`src/rtl/banco_registradores_param.sv`:
```
// Parametrised register file with hardwired zero register, busy scoreboard and debug read port.
// Optional same-cycle write-to-read bypass on ports A/B when WRITE_BYPASS_EN is defined.
module banco_registradores_param #(
    parameter int DATA_W   = 32,
    parameter int ADDR_W   = 5,
    parameter int ZERO_REG = 1
) (
    input  logic              clock,
    input  logic              reset_n,
    input  logic [ADDR_W-1:0] rd_addr_a,
    input  logic [ADDR_W-1:0] rd_addr_b,
    output logic [DATA_W-1:0] rd_data_a,
    output logic [DATA_W-1:0] rd_data_b,
    input  logic [ADDR_W-1:0] dbg_addr,
    output logic [DATA_W-1:0] dbg_data,
    input  logic              wr_en,
    input  logic [ADDR_W-1:0] wr_addr,
    input  logic [DATA_W-1:0] wr_data,
    input  logic              busy_set,
    input  logic [ADDR_W-1:0] busy_set_addr,
    output logic              busy_a,
    output logic              busy_b,
    output logic [ADDR_W:0]   busy_count
);

    localparam int              DEPTH   = 2**ADDR_W;
    localparam bit              ZERO_EN = (ZERO_REG != 0);
    localparam logic [ADDR_W:0] CNT_ONE = {{ADDR_W{1'b0}}, 1'b1};

    logic [DATA_W-1:0] mem [DEPTH];
    logic [DEPTH-1:0]  busy;
    logic              wr_ok;
    logic              set_ok;
    logic              set_adds;
    logic              clr_subs;

    assign wr_ok  = wr_en && !(ZERO_EN && (wr_addr == '0));
    assign set_ok = busy_set && !(ZERO_EN && (busy_set_addr == '0));

    // A set only grows the count if the entry was idle; a clear only shrinks it
    // if the entry was pending and is not being re-issued on the same edge.
    assign set_adds = set_ok && !busy[busy_set_addr];
    assign clr_subs = wr_ok && busy[wr_addr] && !(set_ok && (busy_set_addr == wr_addr));

    always_ff @(posedge clock or negedge reset_n) begin
        if (!reset_n) begin
            for (int i = 0; i < DEPTH; i++) begin
                mem[i] <= '0;
            end
        end else if (wr_ok) begin
            mem[wr_addr] <= wr_data;
        end
    end

    // Set is applied after clear so a same-address issue keeps the entry pending.
    always_ff @(posedge clock or negedge reset_n) begin
        if (!reset_n) begin
            busy <= '0;
        end else begin
            if (wr_ok) begin
                busy[wr_addr] <= 1'b0;
            end
            if (set_ok) begin
                busy[busy_set_addr] <= 1'b1;
            end
        end
    end

    always_ff @(posedge clock or negedge reset_n) begin
        if (!reset_n) begin
            busy_count <= '0;
        end else if (set_adds && !clr_subs) begin
            busy_count <= busy_count + CNT_ONE;
        end else if (!set_adds && clr_subs) begin
            busy_count <= busy_count - CNT_ONE;
        end
    end

    always_comb begin
        rd_data_a = mem[rd_addr_a];
        busy_a    = busy[rd_addr_a];
`ifdef WRITE_BYPASS_EN
        if (wr_en && (wr_addr == rd_addr_a)) begin
            rd_data_a = wr_data;
            busy_a    = busy_set && (busy_set_addr == rd_addr_a);
        end
`endif
        if (ZERO_EN && (rd_addr_a == '0)) begin
            rd_data_a = '0;
            busy_a    = 1'b0;
        end
    end

    always_comb begin
        rd_data_b = mem[rd_addr_b];
        busy_b    = busy[rd_addr_b];
`ifdef WRITE_BYPASS_EN
        if (wr_en && (wr_addr == rd_addr_b)) begin
            rd_data_b = wr_data;
            busy_b    = busy_set && (busy_set_addr == rd_addr_b);
        end
`endif
        if (ZERO_EN && (rd_addr_b == '0)) begin
            rd_data_b = '0;
            busy_b    = 1'b0;
        end
    end

    always_comb begin
        dbg_data = mem[dbg_addr];
        if (ZERO_EN && (dbg_addr == '0)) begin
            dbg_data = '0;
        end
    end

endmodule

```
`config.mk`:
```
export PLATFORM = sky130hd
export DESIGN_NAME = banco_registradores_param
export DESIGN_NICKNAME = d
export VERILOG_FILES = /design/src/rtl/banco_registradores_param.sv
export SDC_FILE = /design/constraint.sdc
export NUM_CORES = 2
export LEC_CHECK = 0
export CAP_MARGIN = 25
export CORE_MARGIN = 5
export CORE_UTILIZATION = 63
export DETAILED_ROUTE_END_ITERATION = 10
export PLACE_DENSITY = 0.8
export SLEW_MARGIN = 5
export SYNTH_ARGS = -nofsm -noshare
export SYNTH_HDL_FRONTEND = slang
export SYNTH_SLANG_ARGS = --single-unit
```
`constraint.sdc`:
```
create_clock -name clock -period 4.16 [get_ports clock]
set_clock_uncertainty 0.1 [all_clocks]
set_input_delay 0.832 -clock clock [delete_from_list [all_inputs] [get_ports clock]]
set_output_delay 0.832 -clock clock [all_outputs]
set_load 0.03 [all_outputs]
```
==> impl_metrics.env <==
export IMPL_outcome="finished, violations left"
export IMPL_failed_checks="negative setup slack"
export IMPL_p_leak_nw=31.80
export IMPL_grt_pass1_wl_microns=337400
export IMPL_p_total_mw=34.31
export IMPL_yosysUniqueCellTypes=61
export IMPL_dpl_cell_area_sq_mm=0.06996
export IMPL_wl_per_cell_microns=38.55
export IMPL_syn_area_per_cell_sq_um=14.96
export IMPL_wirelength_microns=229300
export IMPL_gr_total_overflow=0
export IMPL_fin_ws_ns=-0.04774
export IMPL_ant_nets=0
export IMPL_tightest_slew_ns=1.096
export IMPL_p_per_area_mw_per_mm2=461.1
export IMPL_cap_violations=0
export IMPL_grt_max_degree=133
export IMPL_critPathCaptureType="primary output"
export IMPL_core_area_sq_mm=0.1017
export IMPL_reg2reg_slack_ns=1.03
export IMPL_rr_startpoint="busy[27]"
export IMPL_rows=117
export IMPL_p_clk_frac=0.312
export IMPL_clk_pin_slew_ns=0.06
export IMPL_finalHoldViolations=0
export IMPL_synthTopCellsByArea="dfrtp_1 41%, mux4_2 25%, mux2_2 19%"
export IMPL_drc=0
export IMPL_die_x_microns=330.0
export IMPL_hold_path_class="flop to flop"
export IMPL_hpwl_microns=140200
export IMPL_ys_warn_count=0
export IMPL_yosys_area_top_type="dfrtp_1"
export IMPL_final_max_slew_viol_count=0
export IMPL_tritoncts="yes"
export IMPL_endpoint="dbg_data[27]"
export IMPL_syn_inst=4311
export IMPL_post_route_min_period_ns=4.208
export IMPL_cts_sinks=1062
export IMPL_yosys_register_bits=1062
export IMPL_vias=47730
export IMPL_synth_edf_count=0
export IMPL_clock_path_buffers=3
export IMPL_netlist_area_sq_mm=0.06449
export IMPL_internal_power_mw=23.92
export IMPL_antenna_found_initial=14
export IMPL_first_pass_iters=6
export IMPL_root_buffer="clkbuf_16"
export IMPL_dieArea_sq_mm=0.1089
export IMPL_maxSlewHeadroom=0.2672
export IMPL_switching_share=0.3028
export IMPL_r2r_end="busy_count[5]"
export IMPL_grt_use_total=0.4246
export IMPL_cp_max_fo=8
export IMPL_crit_start="dbg_addr[4]"
export IMPL_synth_top_cell_area_share=0.4121
export IMPL_drt_iter0_markers=6793
export IMPL_syn_num_nets=4378
export IMPL_ys_seq_area_frac=0.4121
export IMPL_seqPwrFrac=0.419
export IMPL_worstPathRequired_ns=3.23
export IMPL_crit_arrival_ns=3.28
export IMPL_grt_pass1_vias=48730
export IMPL_fin_nets=4535
export IMPL_drive_gt1_frac=0.5626
export IMPL_synth_async_reset_ratio=1.000
export IMPL_gp_congestion=0.9188
export IMPL_synth_common_cells="1,067 x mux2_2, 1,062 x dfrtp_1, 712 x mux4_2, 244 x clkbuf_1, 181 x buf_2"
export IMPL_comb_power_share=0.269
export IMPL_post_cts_buffers=0
export IMPL_cts_max_level=3
export IMPL_syn_to_final_growth_pct=15.37
export IMPL_clock_latency_ns=0.71
export IMPL_numCtsBuffers=114
export IMPL_worst_setup_path_type="input port to primary output"
export IMPL_initial_core_util=0.6339
export IMPL_fmax_mhz=237.7
export IMPL_startpoint_type="input port"
export IMPL_setup_viol=3
export IMPL_pin_count=165
export IMPL_finalInstanceArea_sq_mm=0.07441
export IMPL_rsz0062_at_grt="yes"
export IMPL_yosys_most_used_dff="dfrtp_1"
export IMPL_via_per_inst=8.023
export IMPL_ir_drop_mv=0.4165
export IMPL_dieHeight_microns=330.0
export IMPL_reg2regPathDepth=11
export IMPL_power_net_switching_mw=10.39
export IMPL_port_buffers=164
export IMPL_yosysMostFrequentCell="mux2_2"
export IMPL_fin_crit_sh=1.011
## registers in the layout, summed over array words and instances, names as in the netlist
signal,cells
mem,1024
busy_count,6
busy,32
## critical path, stage by stage
cell and delay (ns):
clkdlybuf4s50_1 0.68, buf_4 0.26, or3b_2 0.35, o22ai_1 0.12, a211o_1 0.29, a31oi_1 0.46, buf_4 0.27
## routing by layer
metal,routed length (microns),GRT usage,up-vias
li1,-,-,17770
met1,76990,0.5639,24530
met2,96540,0.5869,4265
met3,38480,0.1845,1158
met4,17260,0.2464,6
met5,44,0,-
## kinds of logic after synthesis
family                     Yosys count  synth area share
xor gates and xnor gates             9          0.001222
and+or+nand+nor                    162           0.01366
AOI/OAI and AO/OA                  558           0.06518
DFF                               1062            0.4121
adders and majority gates            6          0.001280
muxes                             1981            0.4667
buffers and inverters              533           0.03987
## what timing repair did
item / 4_1_cts / 5_1_grt
setup endpoints to repair: 18 / 24
resized for setup: 20 / 23
hold endpoints to repair: 14 / 0
hold buffers: 1 / 0
pin swaps: 1 / 3
## worst min-delay path by stage
stage | start | slack [ns] | end | cells after the start
2_1_floorplan | mem[1001] | 0.34 | mem[1001] | 1
3_3_place_gp | mem[994] | 0.28 | mem[994] | 0
3_5_place_dp | mem[994] | 0.28 | mem[994] | 0
4_1_cts | mem[994] | 0.30 | mem[994] | 0
5_1_grt | mem[1023] | 0.31 | mem[1023] | 0
6_report | mem[994] | 0.29 | mem[994] | 0
## power by group through the flow
stage | sequential [mW] | clock (mW) | combinational (mW)
CTS | 14.3 | 10.7 | 9.02
global placement | 14.2 | 0 | 8.67
global route | 14.6 | 11.1 | 9.67
floorplan | 13.8 | 0 | 6.41
finish | 14.4 | 10.7 | 9.22
detailed placement | 14.4 | 0 | 8.90
## layout by cell type, fill, tap and decap left out, drive strengths merged, types with 10 or more instances in the layout
cell           count
clkdlybuf4s50     53
o21ai             27
o221ai            56
a221o             24
dfrtp           1062
buf              516
mux2i            179
mux4             712
clkbuf           172
a2111oi           33
nor2b             21
diode             18
a22o              44
a31oi             42
nor2              46
a21oi             29
bufinv            10
mux2            1090
a22oi            114
a211oi            38
o22ai             93
nand2             33
clkinv            27
a211o             42
## per-stage QoR
step	instances	setup WS, ns	util	setup TNS, ns	hold slack, ns
after floorplan	4311	0.2965	-	0	0.3413
after global placement	5699	-0.4409	0.6873	-1.345	0.2763
after detailed placement	5702	-0.3088	0.6876	-1.218	0.2833
after CTS	5914	-0.02667	0.7268	-0.05711	0.2955
after global routing	5935	-0.03081	0.7310	-0.03081	0.3074
final	5949	-0.04774	0.7313	-0.09119	0.2938
## final cells by class
cell class,instances,area (sq um)
multi-input cells,2716,35840
fillers,6164,27340
flip-flops and latches,1062,26580
repair buffers,572,6322
clock buffers,170,3430
well taps,1368,1712
clock inverters,41,475.5
diodes,18,45.04
inverters,2,7.507
(Power assumes the default switching activity.)
